<file path="src/rtl/ram512_arbiter.sv">
// Round-robin arbiter sharing one RAM512 between two clients, with registered read return.
// Optional power-up zero sweep of the RAM when CLEAR_ON_RESET_EN is defined.
module ram512_arbiter #(
  parameter int unsigned WIDTH  = 16,
  parameter int unsigned AWIDTH = 9
) (
  input  logic              clk,
  input  logic              reset_n,
  input  logic              req0,
  input  logic              req1,
  input  logic              we0,
  input  logic              we1,
  input  logic [AWIDTH-1:0] addr0,
  input  logic [AWIDTH-1:0] addr1,
  input  logic [WIDTH-1:0]  wdata0,
  input  logic [WIDTH-1:0]  wdata1,
  output logic              gnt0,
  output logic              gnt1,
  output logic              rvalid0,
  output logic              rvalid1,
  output logic [WIDTH-1:0]  rdata0,
  output logic [WIDTH-1:0]  rdata1,
  output logic              busy,
  output logic [WIDTH-1:0]  ram_in,
  output logic              ram_load,
  output logic [AWIDTH-1:0] ram_address,
  input  logic [WIDTH-1:0]  ram_out
);

`ifdef CLEAR_ON_RESET_EN
  typedef enum logic [0:0] {ST_ARB = 1'b0, ST_CLEAR = 1'b1} state_t;
  localparam state_t RESET_STATE = ST_CLEAR;
`else
  typedef enum logic [0:0] {ST_ARB = 1'b0} state_t;
  localparam state_t RESET_STATE = ST_ARB;
`endif

  state_t              r_state;
  state_t              w_state_nxt;
  logic                r_ptr;
  logic                r_rvalid0;
  logic                r_rvalid1;
  logic [WIDTH-1:0]    r_rdata0;
  logic [WIDTH-1:0]    r_rdata1;
  logic                w_gnt0;
  logic                w_gnt1;
  logic                w_busy;
  logic [WIDTH-1:0]    w_ram_in;
  logic                w_ram_load;
  logic [AWIDTH-1:0]   w_ram_address;
`ifdef CLEAR_ON_RESET_EN
  logic [AWIDTH-1:0]   r_clr_cnt;
`endif

  // State register
  always_ff @(posedge clk or negedge reset_n) begin
    if (!reset_n) r_state <= RESET_STATE;
    else          r_state <= w_state_nxt;
  end

  // Next state, grant decision and RAM port mux; everything is forced idle while in reset
  always_comb begin
    w_state_nxt   = r_state;
    w_gnt0        = 1'b0;
    w_gnt1        = 1'b0;
    w_busy        = 1'b0;
    w_ram_in      = '0;
    w_ram_load    = 1'b0;
    w_ram_address = '0;
`ifdef CLEAR_ON_RESET_EN
    w_busy = (r_state == ST_CLEAR);
`endif
    if (reset_n) begin
      case (r_state)
        ST_ARB: begin
          if (req0 && (!req1 || !r_ptr)) w_gnt0 = 1'b1;
          else if (req1)                 w_gnt1 = 1'b1;
          if (w_gnt0) begin
            w_ram_address = addr0;
            w_ram_in      = wdata0;
            w_ram_load    = we0;
          end else if (w_gnt1) begin
            w_ram_address = addr1;
            w_ram_in      = wdata1;
            w_ram_load    = we1;
          end
        end
`ifdef CLEAR_ON_RESET_EN
        ST_CLEAR: begin
          w_ram_address = r_clr_cnt;
          w_ram_load    = 1'b1;
          if (&r_clr_cnt) w_state_nxt = ST_ARB;
        end
`endif
        default: w_state_nxt = ST_ARB;
      endcase
    end
  end

`ifdef CLEAR_ON_RESET_EN
  // Sweep address; wraps back to zero on the last clear write
  always_ff @(posedge clk or negedge reset_n) begin
    if (!reset_n)                  r_clr_cnt <= '0;
    else if (r_state == ST_CLEAR)  r_clr_cnt <= r_clr_cnt + AWIDTH'(1);
  end
`endif

  // Pointer names the client that wins the next tie: always the one not just served
  always_ff @(posedge clk or negedge reset_n) begin
    if (!reset_n)    r_ptr <= 1'b0;
    else if (w_gnt0) r_ptr <= 1'b1;
    else if (w_gnt1) r_ptr <= 1'b0;
  end

  // Read return path, one register stage per client
  always_ff @(posedge clk or negedge reset_n) begin
    if (!reset_n) begin
      r_rvalid0 <= 1'b0;
      r_rvalid1 <= 1'b0;
      r_rdata0  <= '0;
      r_rdata1  <= '0;
    end else begin
      r_rvalid0 <= w_gnt0 && !we0;
      r_rvalid1 <= w_gnt1 && !we1;
      if (w_gnt0 && !we0) r_rdata0 <= ram_out;
      if (w_gnt1 && !we1) r_rdata1 <= ram_out;
    end
  end

  assign gnt0        = w_gnt0;
  assign gnt1        = w_gnt1;
  assign busy        = w_busy;
  assign ram_in      = w_ram_in;
  assign ram_load    = w_ram_load;
  assign ram_address = w_ram_address;
  assign rvalid0     = r_rvalid0;
  assign rvalid1     = r_rvalid1;
  assign rdata0      = r_rdata0;
  assign rdata1      = r_rdata1;

endmodule

</file>
<file path="config.mk">
export PLATFORM = sky130hd
export DESIGN_NAME = ram512_arbiter
export DESIGN_NICKNAME = d
export VERILOG_FILES = /design/src/rtl/ram512_arbiter.sv
export SDC_FILE = /design/constraint.sdc
export NUM_CORES = 1
export LEC_CHECK = 0
export ABC_CLOCK_PERIOD_IN_PS = 1670
export CAP_MARGIN = 25
export CORE_AREA = 8 8 80 82
export DETAILED_ROUTE_END_ITERATION = 12
export DIE_AREA = 0 0 88 90
export PLACE_DENSITY = 0.79
export REMOVE_ABC_BUFFERS = 1
export SLEW_MARGIN = 20
export SYNTH_ARGS = -nofsm -noshare
export SYNTH_HDL_FRONTEND = slang
export SYNTH_SLANG_ARGS = --single-unit
export TNS_END_PERCENT = 50
</file>
<file path="constraint.sdc">
create_clock -name clk -period 1.67 [get_ports clk]
set_input_delay 0.4175 -clock clk [delete_from_list [all_inputs] [get_ports clk]]
set_output_delay 0.4175 -clock clk [all_outputs]
set_load 0.02 [all_outputs]
</file>
# Word level (Yosys, flattened, before mapping)
# Index checks and enable logic that the tools add are counted.
# W data, S select, Z words.
[word_totals]
ff_bits = 35
elab_cells = 32
[classes]
reduce_logical = 9
n_mux = 18
[ops]
columns = ["operator", "count"]
rows = [
  ["$mux W16", 3],
  ["$mux W9", 3],
  ["$mux W1", 12],
  ["$logic_not A1 Y1", 4],
  ["$logic_and A1 B1 Y1", 3],
  ["$reduce_bool A2 Y1", 1],
  ["$logic_or A1 B1 Y1", 1],
]

# Logic depth before layout (Yosys ltp)
# Gate-level depths: netlist (run 1).
[logic_depth]
ltp_word = 8
ltp_mapped = 4
mapped_depth_nobuf = 3

# Worst setup path after synthesis (run 1)
# OpenSTA, ideal clock, no wires.
[synth_timing]
path_type = "reg2out"
from = "reg r_ptr"
to = "out ram_address[0]"
path_stages_with_launch = 5
required_ns = 1.252
t_arrival_ns = 1.351
setup_slack_ns = -0.099
cell_sequence = "dfrtp_1 > inv_2 > a21oi_2 > buf_2 > a22o_1"
[synth_between]
elab_chain_cells = 8
word_cells_on_any_way = 10
classes_between = "7 x mux; 3 x reduce/logical"
[synth_rtl]
columns = ["item", "line_no", "source"]
rows = [
  ["start: declaration", "40", "logic r_ptr;"],
  ["start signal: assignment", "110", "if (!reset_n) r_ptr <= 1'b0;"],
  ["start signal: assignment", "111", "else if (w_gnt0) r_ptr <= 1'b1;"],
  ["start signal: assignment", "112", "else if (w_gnt1) r_ptr <= 1'b0;"],
  ["$logic_not A1 Y1 (*)", "76", "if (req0 && (!req1 || !r_ptr)) w_gnt0 = 1'b1;"],
  ["$logic_or A1 B1 Y1 (*)", "76", ""],
  ["$logic_and A1 B1 Y1 (*)", "76", ""],
  ["$mux W1", "76", ""],
  ["$mux W1", "73", "if (reset_n) begin"],
  ["$mux W9", "82", "end else if (w_gnt1) begin"],
  ["$mux W9 (*)", "78", "if (w_gnt0) begin"],
  ["$mux W9 (*)", "73", ""],
  ["end: declaration", "26", "output logic [AWIDTH-1:0] ram_address,"],
]
# Every way passes the cells marked *; elsewhere a longest branch is shown, timed or not. The select of a mux whose other input is x is not followed.

# Worst setup path after layout (run 1)
[layout_timing]
from = "reg r_ptr"
to = "out ram_in[1]"
[layout_between]
elab_chain_cells = 8
word_cells_on_any_way = 10
classes_between = "7 x mux; 3 x reduce/logical"
[layout_rtl]
columns = ["item", "line_no", "source"]
rows = [
  ["$logic_not A1 Y1 (*)", "76", ""],
  ["$logic_or A1 B1 Y1 (*)", "76", ""],
  ["$logic_and A1 B1 Y1 (*)", "76", ""],
  ["$mux W1", "76", ""],
  ["$mux W1", "73", ""],
  ["$mux W16", "82", ""],
  ["$mux W16 (*)", "78", ""],
  ["$mux W16 (*)", "73", ""],
  ["end: declaration", "24", "output logic [WIDTH-1:0] ram_in,"],
]
# Marked as above.

==> results of run 1 <==
what timing repair did:
| action | CTS | global route |
|---|---|---|
| cloned | 4 | 0 |
| setup endpoints to repair | 85 | 53 |
| pin swaps | 4 | 17 |
| hold endpoints to repair | 0 | 0 |
| gates resized for setup | 192 | 46 |
| buffers inserted | 9 | 0 |
cells by family (layout without fill, tap and decap cells):
group / count (synthesis) / in the layout / synth area share, %
buf+inv: 8 / 165 / 3.37
other cells: 1 / 1 / 0.235
flops: 35 / 35 / 54.8
mux: 32 / 32 / 22.6
compound gates: 31 / 31 / 18.2
simple gates: 3 / 3 / 0.862
worst max path at each step:
stage	slack, ns	cells after the start	end
after floorplan	-0.42	3	ram_address[0]
after global placement	-0.96	6	ram_address[6]
after detailed placement	-0.98	6	ram_address[6]
after CTS	-0.28	6	ram_address[6]
after global routing	-0.29	5	ram_address[0]
final	-0.24	5	ram_in[1]
cells in the final DEF, fill, tap and decap left out, types with 2 or more instances in the layout:
master / instances
sky130_fd_sc_hd__a22o_1: 26
sky130_fd_sc_hd__buf_6: 30
sky130_fd_sc_hd__nand2_2: 2
sky130_fd_sc_hd__buf_2: 2
sky130_fd_sc_hd__a21oi_4: 2
sky130_fd_sc_hd__clkbuf_1: 2
sky130_fd_sc_hd__clkbuf_8: 5
sky130_fd_sc_hd__buf_8: 2
sky130_fd_sc_hd__mux2_2: 20
sky130_fd_sc_hd__dlymetal6s2s_1: 9
sky130_fd_sc_hd__a211oi_4: 2
sky130_fd_sc_hd__mux2_4: 12
sky130_fd_sc_hd__buf_12: 5
sky130_fd_sc_hd__dlygate4sd2_1: 25
sky130_fd_sc_hd__clkdlybuf4s50_1: 68
sky130_fd_sc_hd__buf_4: 13
sky130_fd_sc_hd__dfrtp_1: 35
metal layers:
layer  GRT usage [%]  wire length, um
met5               0               48
met4            5.74              133
met3            12.0             1120
met2            27.9             3090
met1            17.2             2610
sequential cells by signal, indices dropped and copies added, names as in the netlist:
| signal | flops |
|---|---|
| rdata0 | 16 |
| rvalid1 | 1 |
| r_ptr | 1 |
| rvalid0 | 1 |
| rdata1 | 16 |
final cells by class:
class	count	area, um^2
tap	72	90.1
sequential	35	876
multi-input combinational	67	731
clock buffer	7	76.3
fill	414	1830
inverter	1	3.75
clock inverter	1	5.00
timing repair buffer	156	1630
power by group through the flow:
stage                     combinational, mW  sequential, mW  clock [mW]
final                                  1.45            1.15       0.565
after global routing                   1.52            1.18       0.625
after CTS                              1.43            1.15       0.594
after detailed placement               1.43            1.18           0
after global placement                 1.42            1.16           0
after floorplan                       0.346            1.42           0
==> metrics.md, run 1 <==
| Metric | Value |
|---|---|
| Clock transition at the registers of the reported paths | `approximately 0.07 ns` |
| Largest net degree at the start of global routing | `25` |
| Leakage power summed over all cells | `approximately 1.6 nW` |
| Number of enable-type register cells in the synthesized netlist | `0` |
| Count leader, synth | `sky130_fd_sc_hd__dfrtp_1` |
| Final Wtd Congestion | `between 0.8 and 0.9` |
| Synth top area cells | `sky130_fd_sc_hd__dfrtp_1 (55%), sky130_fd_sc_hd__mux2_2 (23%), sky130_fd_sc_hd__a22o_1 (14%)` |
| Total Nets Final | `about 340` |
| Post-Syn Area | `~1600 um^2` |
| Net Sw Frac | `~33%` |
| Violated checks | `negative setup slack` |
| Part of the total power dissipated in the clock network | `17.9%` |
| Average size of a mapped cell | `approximately 15 um^2` |
| Number of buffers added by the clock tree synthesis step | `5` |
| Height of the die | `around 90 um` |
| Critical-path maximum fanout | `13` |
| Final cell count without fillers | `around 340` |
| TritonCTS clock tree | `done` |
| DP Cell Count | `322` |
| Die ar. | `7920 um^2` |
| Critical path cell sequence | `buf_6, a21oi_4, buf_8, a22o_1, buf_6` |
| Final global-route overflow total | `0` |
| Ys Warns | `0` |
| Post-detailed-route wirelength per cell | `just over 20 um` |
| Minimum clock period after layout | `approximately 1.9 ns` |
| Max cap viols | `0` |
| Top cells by instance count after synthesis | `sky130_fd_sc_hd__dfrtp_1 (35), sky130_fd_sc_hd__mux2_2 (32), sky130_fd_sc_hd__a22o_1 (26), sky130_fd_sc_hd__buf_2 (4)` |
| Net switching power | `around 1.0 mW` |
| Number of failing setup endpoints in the final timing report | `32` |
| Core outline area | `between 5000 and 6000 um^2` |
| Worst reg2reg setup slack | `-0.01 ns` |
| Starting density of the core | `between 30% and 40%` |
| Gr usage total | `around 17%` |
| Cell depth of the worst flop-to-flop path | `6` |
| Number of global-route vias before repair | `between 1500 and 2000` |
| Area post-placement | `about 3100 um^2` |
| Outcome | `finished with violations` |
| CP top delay family | `buffers and inverters` |
| Vias per cell | `about 4.8` |
| Internal power of the cells | `between 2 and 2.5 mW` |
| Smallest hold slack | `0.124 ns` |
| Power density normalized to cell area | `a little over 900 nW/um^2` |
| Library cell occupying the most area in the post-synthesis netlist | `sky130_fd_sc_hd__dfrtp_1` |
| Placed wire-length estimate | `around 5200 um` |
| Arrival time at the worst endpoint | `about 1.5 ns` |
| Slowest CP cell | `sky130_fd_sc_hd__dfrtp_1` |
| Standard-cell rows | `27` |
| Routed WL | `7010 um` |
| Worst Path Class, Setup | `reg -> out` |
| Count of endpoints failing hold in the final timing report | `0` |
| Final Cell Area | `between 3000 and 4000 um^2` |
| Fraction of final layout cells with drive strength greater than 1 | `a little under two fifths` |
| Worst clock skew on the final layout | `between 0.006 and 0.007 ns` |
| # hold bufs at CTS | `0` |
| Count of unique library cells instantiated by Yosys | `13` |
| Crit path capture type | `output pin` |
| CTS Sinks | `35` |
| R2r startpoint | `r_ptr` |
| Req. time, crit path | `roughly 1.3 ns` |
| Most Frequent Cell on Critical Path | `sky130_fd_sc_hd__buf_6` |
| Worst setup timing slack at the placement stage | `-0.981 ns` |
| Main flop type after synthesis | `sky130_fd_sc_hd__dfrtp_1` |
| Top Ports | `135` |
| Type of the worst min-delay path | `in -> async` |
| Crit path buffers/inverters | `3` |
| Power share of the sequential group | `about 37%` |
| First-pass GRT wire length | `between 10000 and 15000 um` |
| Detailed-router iteration count before antenna repair | `4` |
| Via total after detailed routing | `1619` |
| Fmax | `~520 MHz` |
| Clock insertion delay at the later pin of the skew report | `between 0.2 and 0.3 ns` |
| Count of input and output buffers | `around 130` |
| Diodes inserted | `0` |
| Fraction of post-synthesis cell area in the top cell type by area | `around 55%` |
| Antenna violations before repair | `4` |
| Power, Total | `3.17 mW` |
| Part of the total power dissipated in combinational logic | `45.7%` |
| Async S/R FF share, synth | `100%` |
| Critical path's largest stage delay | `0.40 ns` |
| Setup ws final | `-0.236 ns` |
| Startpoint kind of the worst setup timing path | `register` |
| Largest vdd supply drop | `approximately 0.75 mV` |
| Start point of the critical path | `r_ptr` |
| Total count of max-transition violations in the final report | `0` |
| Maximum number of buffers from clock root to sink | `2` |
| Post-Synthesis Cells | `110` |
| Synthesis-stage register bit count | `35` |
| Share of synthesized area occupied by flip-flops and latches | `about 55%` |
| Endpoint of the worst-slack reg-to-reg timing path | `rdata0[2]` |
| Die X | `88 um` |
| Synth-to-layout area growth | `113%` |
| Setup repair after global routing missed its margin | `true` |
| Root Buffer | `sky130_fd_sc_hd__clkbuf_8` |
| Number of remaining DRC errors | `0` |
| Sum of negative setup slack | `-5.37 ns` |
| Post-route fraction of the period consumed by the critical path | `114%` |
| Final antenna-violating net count | `0` |
| Utilization after layout | `65.1%` |
| H-tree depth | `2` |
| Violation count after the first detailed-routing iteration | `29` |
No activity file was read; power rests on OpenSTA's default activity.
==> inputs of run 2 (changes only) <==
- CORE_AREA: 8 8 80 82 -> 8 8 79 81
- CTS_BUF_LIST: not set -> sky130_fd_sc_hd__clkbuf_8
- CTS_CLUSTER_DIAMETER: not set -> 200
- CTS_CLUSTER_SIZE: not set -> 28
- DIE_AREA: 0 0 88 90 -> 0 0 87 89
- PLACE_DENSITY: 0.79 -> 0.81
==> run 2 against run 1 <==
The run still ends with negative setup slack left; fmax is 2.0% lower; critical path depth is 1 higher; count of clock-buffer cells in the layout is 2 lower; flip-flop and latch count stayed put; non-clock buffer count is 9 higher; via count is 4.8% higher; register-to-register slack worse by 0.05 ns; clock power is 2% lower; first-iteration DRC count is 21% lower; clock skew is 0.0038 ns lower; cell count is 2.1% higher; global-route usage is 2.8 points higher.
==> metrics.md, run 2 (synthesized netlist as in run 1, its figures left out) <==
| Metric | Value |
|---|---|
| Outcome | `finished with violations` |
| Violated checks | `negative setup slack` |
| Crit path buffers/inverters | `4 (+1)` |
| CTS Sinks | `35 (unchanged)` |
| Number of remaining DRC errors | `0 (unchanged)` |
| Fmax | `514 MHz (-2.0%)` |
| CP top delay family | `buffers and inverters` |
| Setup ws final | `-0.275 ns (-0.0384 ns)` |
| DP Cell Count | `324 (+0.62%)` |
| Routed WL | `8120 um (+16%)` |
| Crit path capture type | `output pin` |
| Final Wtd Congestion | `0.974 (+20%)` |
| Critical-path maximum fanout | `4 (-9)` |
| # hold bufs at CTS | `0 (unchanged)` |
| H-tree depth | `2 (unchanged)` |
| Root Buffer | `sky130_fd_sc_hd__clkbuf_8` |
| Height of the die | `89 um (-1.1%)` |
| Standard-cell rows | `26 (-3.7%)` |
| Critical path cell sequence | `inv_2, a21oi_4, buf_6, clkbuf_16, a22o_1, buf_6` |
| Max cap viols | `0 (unchanged)` |
| Fraction of final layout cells with drive strength greater than 1 | `42.4% (+5.3 points)` |
| Die ar. | `7740 um^2 (-2.2%)` |
| Count of endpoints failing hold in the final timing report | `0 (unchanged)` |
| Placed wire-length estimate | `6080 um (+16%)` |
| Type of the worst min-delay path | `in -> async` |
| Final cell count without fillers | `346 (+2.1%)` |
| Clock insertion delay at the later pin of the skew report | `0.28 ns (about the same)` |
| Total count of max-transition violations in the final report | `0 (unchanged)` |
| Antenna violations before repair | `0 (-4)` |
| Arrival time at the worst endpoint | `1.53 ns (+0.04 ns)` |
| Count of input and output buffers | `133 (unchanged)` |
| Detailed-router iteration count before antenna repair | `3 (-1)` |
| Most frequent standard cell in the layout excluding fill and tap cells | `sky130_fd_sc_hd__clkdlybuf4s50_1` |
| Worst Path Class, Setup | `reg -> out` |
| Maximum number of buffers from clock root to sink | `2 (unchanged)` |
| Die X | `87 um (-1.1%)` |
| TritonCTS clock tree | `done` |
| Largest vdd supply drop | `0.814 mV (+8.3%)` |
| Setup repair after global routing missed its margin | `true` |
| Number of failing setup endpoints in the final timing report | `44 (+38%)` |
| Post-route fraction of the period consumed by the critical path | `116% (+2.3 points)` |
| Most Frequent Cell on Critical Path | `sky130_fd_sc_hd__buf_6` |
| Utilization after layout | `71.9% (+6.9 points)` |
| Critical path's largest stage delay | `0.41 ns (about the same)` |
| Number of buffers added by the clock tree synthesis step | `5 (unchanged)` |
| Req. time, crit path | `1.25 ns (about the same)` |
| Power, Total | `3.24 mW (+2.3%)` |
| Total Nets Final | `347 (+2.7%)` |
| Violation count after the first detailed-routing iteration | `23 (-21%)` |
| Minimum clock period after layout | `1.94 ns (+0.0384 ns)` |
| Largest net degree at the start of global routing | `35 (+40%)` |
| Final global-route overflow total | `0 (unchanged)` |
| Diodes inserted | `0 (unchanged)` |
| Final antenna-violating net count | `0 (unchanged)` |
| Startpoint kind of the worst setup timing path | `register` |
| Top Ports | `135 (unchanged)` |
| Starting density of the core | `32.1% (+1.6 points)` |
| Worst setup timing slack at the placement stage | `-1.01 ns (-0.0316 ns)` |
| First-pass GRT wire length | `11600 um (+11%)` |
| Highest-count cells in the layout ignoring fill and taps | `sky130_fd_sc_hd__clkdlybuf4s50_1 (69), sky130_fd_sc_hd__buf_6 (38), sky130_fd_sc_hd__dfrtp_1 (34), sky130_fd_sc_hd__mux2_2 (26), sky130_fd_sc_hd__dlygate4sd2_1 (23)` |
| Synth-to-layout area growth | `124%` |
| Leakage power summed over all cells | `1.70 nW (+5.9%)` |
| Clock transition at the registers of the reported paths | `0.06 ns (about the same)` |
| Via total after detailed routing | `1696 (+4.8%)` |
| Gr usage total | `20.2% (+2.8 points)` |
| Power density normalized to cell area | `904 nW/um^2 (-2.7%)` |
| Vias per cell | `4.90 (+2.6%)` |
| Post-detailed-route wirelength per cell | `23.5 um (+13%)` |
| Slowest CP cell | `sky130_fd_sc_hd__dfrtp_2` |
| Worst clock skew on the final layout | `0.00249 ns (-0.00375 ns)` |
| Core outline area | `4980 um^2 (-4.9%)` |
| Number of global-route vias before repair | `1935 (+2.9%)` |
run 2: cell types whose count changed in the layout (fill, tap and decap cells not counted), sizes merged:
cell,change
clkdlybuf4s50,+1
clkbuf,+1
buf,+7
dlygate4sd2,-2
dlymetal6s2s,+1
clkdlybuf4s15,-1
inv,+2
run 2: worst paths after layout:
check                           start        endpoint  slack [ns]  cells past startpoint
min in group clk           rdata0[10]      rdata0[10]        0.50                      1
min                           reset_n           r_ptr        0.06                      2
min reg2reg                rdata0[10]      rdata0[10]        0.50                      1
max reg2reg                     r_ptr       rdata1[4]       -0.06                      7
max in group asynchronous     reset_n      rdata0[11]        1.13                      2
max                             r_ptr  ram_address[2]       -0.27                      6
run 2: metrics by stage:
stage          hold slack (ns)  setup TNS (ns)  instance area [um^2]
2_1_floorplan            0.122          -10.88                  1550
3_3_place_gp             0.489          -38.29                  3130
3_5_place_dp             0.495          -38.34                  3130
4_1_cts                  0.146           -6.74                  3470
5_1_grt                 0.0559           -8.92                  3580
6_report                0.0576           -6.85                  3580
run 2: report_power, final:
group,switching [mW],internal [mW]
clock network,0.275,0.280
registers,0.107,1.05
logic,0.715,0.809
run 2: layout make-up:
type,count,area (um^2)
tap,70,87.6
sequential,35,877
multi-input combinational,67,778
inverter,1,3.75
fill,354,1400
clock buffer,5,68.8
timing repair buffer,165,1750
clock inverter,3,12.5
run 2: routing by layer:
metal	global-route usage, %	wire [um]	vias up
met5	0	0	-
met4	13.1	432	0
met3	10.4	1000	20
met2	35.3	3790	122
met1	18.3	2890	811
li1	-	-	743
run 2: worst register-to-register path, cell delays in order, from the launching register on:
cell	delay (ns)
sky130_fd_sc_hd__dfrtp_2	0.41
sky130_fd_sc_hd__inv_2	0.07
sky130_fd_sc_hd__buf_4	0.13
sky130_fd_sc_hd__buf_4	0.12
sky130_fd_sc_hd__buf_6	0.11
sky130_fd_sc_hd__a211oi_4	0.22
sky130_fd_sc_hd__buf_4	0.21
sky130_fd_sc_hd__mux2_2	0.35
run 2: what timing repair did:
item / in CTS / in global routing
setup endpoints to repair: 83 / 54
gates resized for setup: 194 / 35
buffers inserted: 7 / 5
gates cloned: 4 / 1
pin swaps: 10 / 14
